### src/rtl/reg_bank.sv
// reg_bank: DEPTH x WIDTH register file with an in-place write operation,
// two registered write-first read ports, and registered zero/carry flags.
module reg_bank #(
  parameter int WIDTH = 32,
  parameter int DEPTH = 8,
  parameter int AW    = 3
) (
  input  logic             clk,
  input  logic             rst,
  input  logic             we,
  input  logic [2:0]       op,
  input  logic [AW-1:0]    waddr,
  input  logic [WIDTH-1:0] wdata,
  input  logic [AW-1:0]    raddr_a,
  input  logic [AW-1:0]    raddr_b,
  output logic [WIDTH-1:0] rdata_a,
  output logic [WIDTH-1:0] rdata_b,
  output logic             zero,
  output logic             carry
);

  typedef enum logic [2:0] {
    OP_LOAD  = 3'b000,
    OP_CLEAR = 3'b001,
    OP_INC   = 3'b010,
    OP_DEC   = 3'b011,
    OP_SHL   = 3'b100,
    OP_SHR   = 3'b101,
    OP_ROL   = 3'b110,
    OP_ADD   = 3'b111
  } op_e;

  typedef logic [DEPTH-1:0][WIDTH-1:0] rf_t;

  rf_t              regs_q, regs_d;
  logic [WIDTH-1:0] rdata_a_q, rdata_a_d;
  logic [WIDTH-1:0] rdata_b_q, rdata_b_d;
  logic             zero_q, zero_d;
  logic             carry_q, carry_d;

  logic             wr_ok;
  logic [WIDTH-1:0] q_old;
  logic [WIDTH-1:0] res;
  logic             res_c;
  logic [WIDTH:0]   ext;

  // Address decode by comparison keeps out-of-range addresses reading as 0
  // without ever indexing past the array.
  function automatic logic [WIDTH-1:0] rd_sel(input rf_t rf, input logic [AW-1:0] a);
    logic [WIDTH-1:0] v;
    v = '0;
    for (int i = 0; i < DEPTH; i++)
      if (a == AW'(i)) v = rf[i];
    return v;
  endfunction

  assign wr_ok = we && ({1'b0, waddr} < (AW+1)'(DEPTH));

  // Old value of the write target
  always_comb q_old = rd_sel(regs_q, waddr);

  // Operation result and carry/borrow/shifted-out bit
  always_comb begin
    res   = '0;
    res_c = 1'b0;
    ext   = '0;
    case (op)
      OP_LOAD:  res = wdata;
      OP_CLEAR: res = '0;
      OP_INC: begin
        ext   = {1'b0, q_old} + (WIDTH+1)'(1);
        res   = ext[WIDTH-1:0];
        res_c = ext[WIDTH];
      end
      OP_DEC: begin
        // Borrow shows up as the extension bit wrapping to 1 when q_old == 0
        ext   = {1'b0, q_old} - (WIDTH+1)'(1);
        res   = ext[WIDTH-1:0];
        res_c = ext[WIDTH];
      end
      OP_SHL: begin
        res   = {q_old[WIDTH-2:0], 1'b0};
        res_c = q_old[WIDTH-1];
      end
      OP_SHR: begin
        res   = {1'b0, q_old[WIDTH-1:1]};
        res_c = q_old[0];
      end
      OP_ROL: begin
        res   = {q_old[WIDTH-2:0], q_old[WIDTH-1]};
        res_c = q_old[WIDTH-1];
      end
      OP_ADD: begin
        ext   = {1'b0, q_old} + {1'b0, wdata};
        res   = ext[WIDTH-1:0];
        res_c = ext[WIDTH];
      end
      default: ;
    endcase
  end

  // Next state: register file, flags, and read data taken from the
  // post-write file so a same-cycle write is seen by the reader
  always_comb begin
    regs_d = regs_q;
    if (wr_ok)
      for (int i = 0; i < DEPTH; i++)
        if (waddr == AW'(i)) regs_d[i] = res;
    zero_d    = wr_ok ? (res == '0) : zero_q;
    carry_d   = wr_ok ? res_c : carry_q;
    rdata_a_d = rd_sel(regs_d, raddr_a);
    rdata_b_d = rd_sel(regs_d, raddr_b);
  end

  // State registers, cleared asynchronously
  always_ff @(posedge clk or posedge rst) begin
    if (rst) begin
      regs_q    <= '0;
      rdata_a_q <= '0;
      rdata_b_q <= '0;
      zero_q    <= 1'b0;
      carry_q   <= 1'b0;
    end else begin
      regs_q    <= regs_d;
      rdata_a_q <= rdata_a_d;
      rdata_b_q <= rdata_b_d;
      zero_q    <= zero_d;
      carry_q   <= carry_d;
    end
  end

  assign rdata_a = rdata_a_q;
  assign rdata_b = rdata_b_q;
  assign zero    = zero_q;
  assign carry   = carry_q;

endmodule

### config.mk
export PLATFORM = sky130hd
export DESIGN_NAME = reg_bank
export DESIGN_NICKNAME = d
export VERILOG_FILES = /design/src/rtl/reg_bank.sv
export SDC_FILE = /design/constraint.sdc
export NUM_CORES = 1
export LEC_CHECK = 0
export CORE_MARGIN = 2
export CORE_UTILIZATION = 40
export DETAILED_ROUTE_END_ITERATION = 8
export SYNTH_ARGS = -nofsm -noshare
export SYNTH_HDL_FRONTEND = slang
export SYNTH_SLANG_ARGS = --single-unit
### constraint.sdc
create_clock -name clk -period 20.5 [get_ports clk]
set_clock_uncertainty 0.1 [all_clocks]
set_input_delay 2.05 -clock clk [delete_from_list [all_inputs] [get_ports clk]]
set_output_delay 2.05 -clock clk [all_outputs]
set_load 0.02 [all_outputs]
After elaboration in Yosys (flattened, before gate mapping):

Cells that the tools add are included.

* input bits: 47
* logic and storage cells: 84
* output and inout port bits: 66
* flip-flop bits (word level): 322

* equal/unequal tests: 28
* reductions and logical operators: 6
* add/sub/neg operators: 3
* mux-type cells: 35

Operator list (count)
* $mux W32: 32
* $mux W256: 1
* $pmux W32 S8: 1
* $eq A3 B3 Y1 const B: 16
* $add A32 B1 Y33 const B: 1
* $add A32 B32 Y33: 1
* $sub A32 B1 Y33 const B: 1
* $logic_not A32 Y1: 1
* $eq A3 B2 Y1 const B: 8
* $eq A3 B1 Y1 const B: 4
* $logic_not A3 Y1: 4
* $pmux W1 S5: 1
* $reduce_or A2 Y1: 1

Depth between registers and ports, before layout:

Gate-level depths: netlist (run 1).

* depth after elaboration: 21
* mapped depth: 27
* mapped depth without buffers: 19

Least setup slack after synthesis (run 1):

Ideal clock, no wire load.

* kind: input-to-reg
* from: input waddr[2]
* to: register rdata_b_q[16] (netlist: rdata_b[16])
* cell stages on the path: 26
* data required time: 20247 ps
* data arrival time: 6421 ps
* setup time: 153 ps
* setup slack: 13826 ps
* buffers on the path: 8
* cells stage by stage: buf_6 > buf_8 > buf_12 > buf_8 > buf_6 > a21oi_1 > o22ai_1 > a221o_1 > and2_1 > buf_2 > inv_1 > buf_2 > ha_1 > nor3b_1 > and4b_1 > a311o_1 > nand3_1 > nor3_1 > buf_2 > a21oi_1 > a211o_1 > o32ai_2 > o21ai_0 > mux4_2 > nor2_1 > a2111oi_0

* elaborated cells on any way between the ends: 37
* classes of those cells: 3 x add/sub; 7 x eq/ne; 26 x mux; 1 x reduce/logical

RTL lines
* start, declared: RTL line 12 `input logic [AW-1:0] waddr,`
* $logic_not A3 Y1: RTL line 53 `if (a == AW'(i)) v = rf[i];`
* $mux W32 (8 in a row): RTL line 53
* $add A32 B32 Y33 (tied with other cells): RTL line 94 `ext = {1'b0, q_old} + {1'b0, wdata};`
* $pmux W32 S8: RTL line 67 `case (op)`
* $mux W32 (*): RTL line 108 `if (waddr == AW'(i)) regs_d[i] = res;`
* $mux W256 (*): RTL line 106 `if (wr_ok)`
* named net regs_d[48]: RTL line 35 `rf_t regs_q, regs_d;`
* $mux W32 (*) (7 in a row): RTL line 53
* named net rdata_b_d[16]: RTL line 37 `logic [WIDTH-1:0] rdata_b_q, rdata_b_d;`
* end signal, assigned: RTL line 126 `rdata_b_q <= rdata_b_d;`
* end, declared: RTL line 37

The timed path passes the listed nets; every way through them passes the cells marked *.
A chain may end at the register's enable or synchronous reset.

Worst setup path after layout (run 1):

* from: input waddr[1]
* to: register rdata_a_q[18] (netlist: rdata_a[18])

* elaborated cells on any way between the ends: 37
* classes of those cells: 3 x add/sub; 7 x eq/ne; 26 x mux; 1 x reduce/logical

RTL lines
* $logic_not A3 Y1: RTL line 53
* $mux W32 (8 in a row): RTL line 53
* $add A32 B32 Y33 (tied with other cells): RTL line 94
* $pmux W32 S8: RTL line 67
* $mux W32 (*): RTL line 108
* $mux W256 (*): RTL line 106
* named net regs_d[50]: RTL line 35
* $mux W32 (*) (7 in a row): RTL line 53
* named net rdata_a_d[18]: RTL line 36 `logic [WIDTH-1:0] rdata_a_q, rdata_a_d;`
* end signal, assigned: RTL line 125 `rdata_a_q <= rdata_a_d;`
* end, declared: RTL line 36

Marks and branches as above.

==> flow_summary.yaml, run 1 <==
drt:
  totalWireLength_um: 114100
  dr_total_vias: 25194
  detail-route-antenna-nets: 0
  wl_per_cell_um: 31.46
  drc: 0
  first_pass_iters: 9
  drt-initial-drc-count: 3930
  vias_per_cell: 6.948
clock_tree:
  clk_path_buf_depth: 3
  cts_tree: "done"
  hold_buffers: 0
  htree_levels: 2
  clock-root-buffer: "clkbuf_16"
  clk_pin_slew_worst_paths_ns: 0.06
  post_cts_resized: 0
  post_cts_buffers: 0
  numCtsBuffers: 37
  cts_sinks: 322
  clk_latency_ns: 0.55
critical_path:
  path_cells: "buf_4 > buf_4 > and2b_1 > a221o_1 > and2_1 > inv_1 > ha_1 > nand3b_1 > nor4_1 > a311o_1 > nand3_1 > nor3_1 > buf_4 > and4_1 > o32ai_1 > o22ai_1 > o21ai_0 > mux2_2 > a22oi_1 > o211ai_1"
  crit_buf_inv: 4
  crit_required_ns: 20.79
  crit_slowest_cell: "o22ai_1"
  crit_fanout: 57
  slowest_delay_ns: 0.92
  crit_type: "input port to register"
  crit_top_cell: "buf_4"
  cp.depth: 20
  crit_start: "waddr[1]"
  cp-start-kind: "input port"
  r2r_start: "regs_q[175]"
  rrSetupSlack_ns: 14.36
  worstSetupEndpoint: "rdata_a[18]"
  worst_setup_path_end_kind: "register"
  worst_ep_arrival_time_ns: 8.90
  rr_endpoint: "rdata_b[22]"
  path_delay_family: "compound AO/OA/AOI/OAI gates"
  r2r_cells: 17
finish:
  utilization: 0.4548
  syn_to_final_growth_pct: 12.03
  layout_commonest_cell: "nand2_1"
  finalNetCount: 2927
  multi_input_area_mm2: 0.01394
  final_cell_mix: "nand2_1 (398), dfrtp_1 (322), o21ai_0 (294), nor2_1 (217), a21oi_1 (192)"
  nFillCells: 5640
  drive_above_1_share: 0.1007
  regArea_mm2: 0.008058
  final_cells: 3626
sta:
  setup-violations-final: 0
  min_period_ns: 8.604
  slew_headroom: 0.1082
  fin_hold_ws_ns: 0.4162
  hold_viol_final: 0
  finalMaxSlewViolations: 0
  fin_setup_tns_ns: 0
  rsz0062_at_grt: "no"
  fin_crit_sh: 0.4197
  fmax_ghz: 0.1162
  tightest_slew_ns: 1.301
  setup_ws_ns: 11.90
global_routing:
  grt_pass1_wl_um: 163900
  grt_max_degree: 127
  grt_overflow: 0
  grt_util_all_layers: 0.3678
  antenna_found_initial: 3
  grt_pass1_vias: 23793
placed_design:
  dp_cells: 3564
  gp_congestion: 1.007
  place_ws_ns: 11.62
  portBuffers: 112
  dpl.hpwl_um: 78110
synth:
  syn_nets: 2921
  yosys-top-cells-area: "dfrtp_1 (34%), nand2_1 (6.4%), o21ai_0 (6.3%)"
  yosys.cell_types.count: 106
  synth-simple-area-share: 0.1774
  synth_compound_area_frac: 0.2805
  postSynthCellCount: 2832
  muxShareOfSynthArea: 0.09713
  syn-cell-area_mm2: 0.02351
  netlist.area_leader.share: 0.3428
  synth_xor_area_frac: 0.01341
  synth_top_family_by_area: "compound AO/OA/AOI/OAI gates"
  ys_seq_area_frac: 0.3428
  ys.flop_type: "dfrtp_1"
  synth_edf_count: 0
  avgSynthCellArea_um2: 8.301
  synth_top_area_cell: "dfrtp_1"
  synthAdderAreaFrac: 0.02267
  yosys_warnings: 0
  ys_seq_elements: 322
  synthArstFlopShare: 1.000
floorplan:
  core-area_mm2: 0.05792
  io_pins: 113
  die_y_um: 246.4
  die-area_mm2: 0.06073
  die_w_um: 246.4
  rows: 88
  start_util: 0.4059
min_path:
  hp-class: "register to register"
pwr:
  p_leak_uw: 0.01106
  vdd_drop_max_mv: 0.06630
  powerDensity_mw_per_mm2: 103.9
status:
  status: "finished, final reports clean"
job:
  maxCapViolCount: 0
## per-stage QoR
step,power [uW],instance area (um^2)
6_report,2736,26340
5_1_grt,2842,26340
3_3_place_gp,1991,25130
4_1_cts,2690,26340
2_1_floorplan,1607,23510
3_5_place_dp,2005,25130
## state kept, by name, indices dropped and copies added, names as in the netlist
name,count
zero,1
regs_q,256
rdata_a,32
carry,1
rdata_b,32
## cell type report
type / instances / share of cell area
multi-input cells: 2168 / 0.5293
flip-flops and latches: 322 / 0.3059
repair buffers: 199 / 0.06584
clock buffers: 49 / 0.03914
well taps: 765 / 0.03634
inverters: 110 / 0.01667
clock inverters: 12 / 0.006651
diodes: 1 / 0.00009501
## cells by family (layout without fill, tap and decap cells)
group / count (synthesis) / after routing
other cells: 0 / 1
buf+inv: 342 / 370
xor+xnor: 36 / 36
flops: 322 / 322
mux: 160 / 160
fa+ha+maj: 42 / 42
compound gates: 1014 / 1014
simple gates: 916 / 916
## cells in the mapped netlist (22+ instances only)
cell and count:
buf_2 27, nor4_1 22, o211ai_1 51, inv_1 94, a22oi_1 39, nor2_1 218
clkbuf_1 171, mux2i_1 77, a21oi_1 192, mux2_2 33, a31oi_1 37, o21ai_0 294
nand2_1 401, nand4_1 29, a211oi_1 25, ha_1 41, mux4_2 36, dfrtp_1 322
xnor2_1 24, a21o_1 24, nor3_1 50, o22ai_1 88, a221oi_1 30, o21a_1 38
nand3_1 65
## worst min path at each step
stage / startpoint / end / depth (start not counted)
after global placement: regs_q[177] / regs_q[177] / 2
after CTS: regs_q[215] / regs_q[215] / 2
after detailed placement: regs_q[215] / regs_q[215] / 2
final: regs_q[215] / regs_q[215] / 2
after floorplan: regs_q[177] / regs_q[177] / 2
after global routing: regs_q[215] / regs_q[215] / 2
## power breakdown
part / switching, uW / leakage, uW / internal [uW] / total, uW
logic: 738 / 0.00634 / 397 / 1130
registers: 120 / 0.00415 / 798 / 917
clock network: 281 / 0.000571 / 403 / 684
total: 1140 / 0.0111 / 1600 / 2740
## worst min-delay path: stages (launching register included)
cell	delay (ns)
dfrtp_1	0.34
a21oi_1	0.10
inv_1	0.05
## metal layers
metal | share of wire | vias to the layer above | global-route usage
met4 | 0.075 | 6 | 0.2353
met1 | 0.38 | 12165 | 0.4683
li1 | - | 10554 | -
met3 | 0.12 | 485 | 0.1050
met2 | 0.42 | 1984 | 0.5462
met5 | 0.00031 | - | 0
(Power assumes the default switching activity.)
==> run 2, diff against run 1 <==
- clock period: 20.5 -> 7 ns (I/O delays scaled with it)
==> run 2 against run 1 <==
Compared with the run above:
- non-clock buffer count rose by 69
- routed wire length fell by 1.8%
- count of clock-buffer cells in the layout rose by 2
- sequential share of layout area fell by 0.68 points
- highest routed layer is now met4
- global-route usage fell by 0.36 points
- largest power group unchanged
- utilization rose by 1.0 points
- critical path type unchanged
- critical path depth did not move
- total power rose to 3.0 times the previous value
==> flow_summary.yaml, run 2 (synthesis results as in run 1) <==
floorplan:
  core-area_mm2: 0.05792
  io_pins: 113
  die_w_um: 246.4
  start_util: 0.4059
  die_y_um: 246.4
  rows: 88
  die-area_mm2: 0.06073
sta:
  slew_headroom: 0.1392
  setup-violations-final: 0
  tightest_slew_ns: 1.287
  min_period_ns: 6.363
  rsz0062_at_grt: "no"
  setup_ws_ns: 0.6373
  hold_viol_final: 0
  fmax_ghz: 0.1572
  fin_crit_sh: 0.9090
  fin_setup_tns_ns: 0
  finalMaxSlewViolations: 0
clock_tree:
  post_cts_buffers: 0
  clk_latency_ns: 0.55
  htree_levels: 2
  clk_path_buf_depth: 3
  cts_tree: "done"
  numCtsBuffers: 37
  clock-root-buffer: "clkbuf_16"
  cts_sinks: 322
  clk_pin_slew_worst_paths_ns: 0.06
  post_cts_resized: 0
  hold_buffers: 0
critical_path:
  crit_top_cell: "buf_4"
  path_cells: "buf_2 > buf_4 > mux4_2 > nand2_1 > and2_1 > clkinv_1 > ha_1 > nand2_1 > a211oi_1 > o211ai_1 > nand4_1 > and3_1 > nor3_1 > o31ai_1 > buf_4 > o21ai_0 > o21a_1 > a2111oi_0 > buf_4 > nor3_1"
  rr_endpoint: "rdata_b[30]"
  r2r_start: "regs_q[130]"
  worst_ep_arrival_time_ns: 6.69
  slowest_delay_ns: 0.58
  cp-start-kind: "input port"
  worstSetupEndpoint: "rdata_b[30]"
  worst_setup_path_end_kind: "register"
  crit_type: "input port to register"
  crit_fanout: 22
  r2r_cells: 19
  crit_required_ns: 7.33
  rrSetupSlack_ns: 1.24
  crit_start: "waddr[0]"
  crit_slowest_cell: "a211oi_1"
drt:
  dr_total_vias: 25155
  drt-initial-drc-count: 3957
  totalWireLength_um: 112100
  wl_per_cell_um: 30.30
  detail-route-antenna-nets: 0
  drc: 0
  vias_per_cell: 6.802
  first_pass_iters: 7
finish:
  syn_to_final_growth_pct: 14.59
  final_cells: 3698
  largest_reg_flops: 256
  final_cell_mix: "nand2_1 (398), dfrtp_1 (322), o21ai_0 (294), nor2_1 (215), a21oi_1 (192)"
  regMostFlops: "regs_q"
  drive_above_1_share: 0.1235
  utilization: 0.4652
  finalNetCount: 2996
  layout_commonest_cell: "nand2_1"
placed_design:
  gp_congestion: 1.004
  portBuffers: 112
  place_ws_ns: 0.4548
  dp_cells: 3633
  dpl.hpwl_um: 78530
min_path:
  hp-class: "register to register"
global_routing:
  grt_pass1_vias: 23854
  grt_pass1_wl_um: 163000
  antenna_found_initial: 0
  grt_max_degree: 173
  grt_util_all_layers: 0.3643
  grt_overflow: 0
job:
  maxCapViolCount: 0
pwr:
  powerDensity_mw_per_mm2: 300.7
  vdd_drop_max_mv: 0.2284
  p_total_uw: 8100
  p_leak_uw: 0.01143
status:
  status: "finished, final reports clean"
[run 2: through the flow]
stage / instance area, um^2 / hold slack [ns]
3_5_place_dp: 25700 / 0.3972
6_report: 26940 / 0.4166
3_3_place_gp: 25700 / 0.3827
4_1_cts: 26940 / 0.4103
2_1_floorplan: 23510 / 0.3550
5_1_grt: 26940 / 0.4464
[run 2: cell type report]
cell class | count | area, um^2
Antenna cell | 1 | 2.502
Multi-Input combinational cell | 2168 | 13940
Tap cell | 765 | 957.2
Sequential cell | 322 | 8058
Clock inverter | 13 | 181.4
Clock buffer | 51 | 1059
Inverter | 110 | 435.4
Fill cell | 5710 | 30980
Timing Repair Buffer | 268 | 2302
[run 2: worst max-delay path: cells and delay by family]
family / cells / cell delay [ns]
multiplexers: 1 / 0.55
buffers and inverters: 5 / 1.60
AO/OA/AOI/OAI: 6 / 2.11
AND/OR/NAND/NOR: 7 / 1.23
adder cells (fa/ha/maj): 1 / 0.47
[run 2: how the worst min path moves through the flow]
| stage | startpoint | endpoint | slack [ns] | cells past startpoint |
|---|---|---|---|---|
| after floorplan | regs_q[177] | regs_q[177] | 0.35 | 2 |
| after global placement | regs_q[170] | regs_q[170] | 0.38 | 2 |
| after detailed placement | regs_q[170] | regs_q[170] | 0.40 | 2 |
| after CTS | regs_q[170] | regs_q[170] | 0.41 | 2 |
| after global routing | regs_q[241] | regs_q[241] | 0.45 | 2 |
| final | regs_q[170] | regs_q[170] | 0.42 | 2 |
[run 2: metal layers]
metal,vias up,global-route usage,part of all wire
li1,10685,-,-
met3,436,0.08508,0.12
met4,0,0.2209,0.072
met2,1900,0.5377,0.42
met1,12134,0.4832,0.39
met5,-,0,0
[run 2: report_power, final]
part           switching [uW]  total [uW]  internal [uW]
registers                 334        2670           2340
clock network             831        2040           1210
logic                    2160        3390           1240
total                    3320        8100           4780
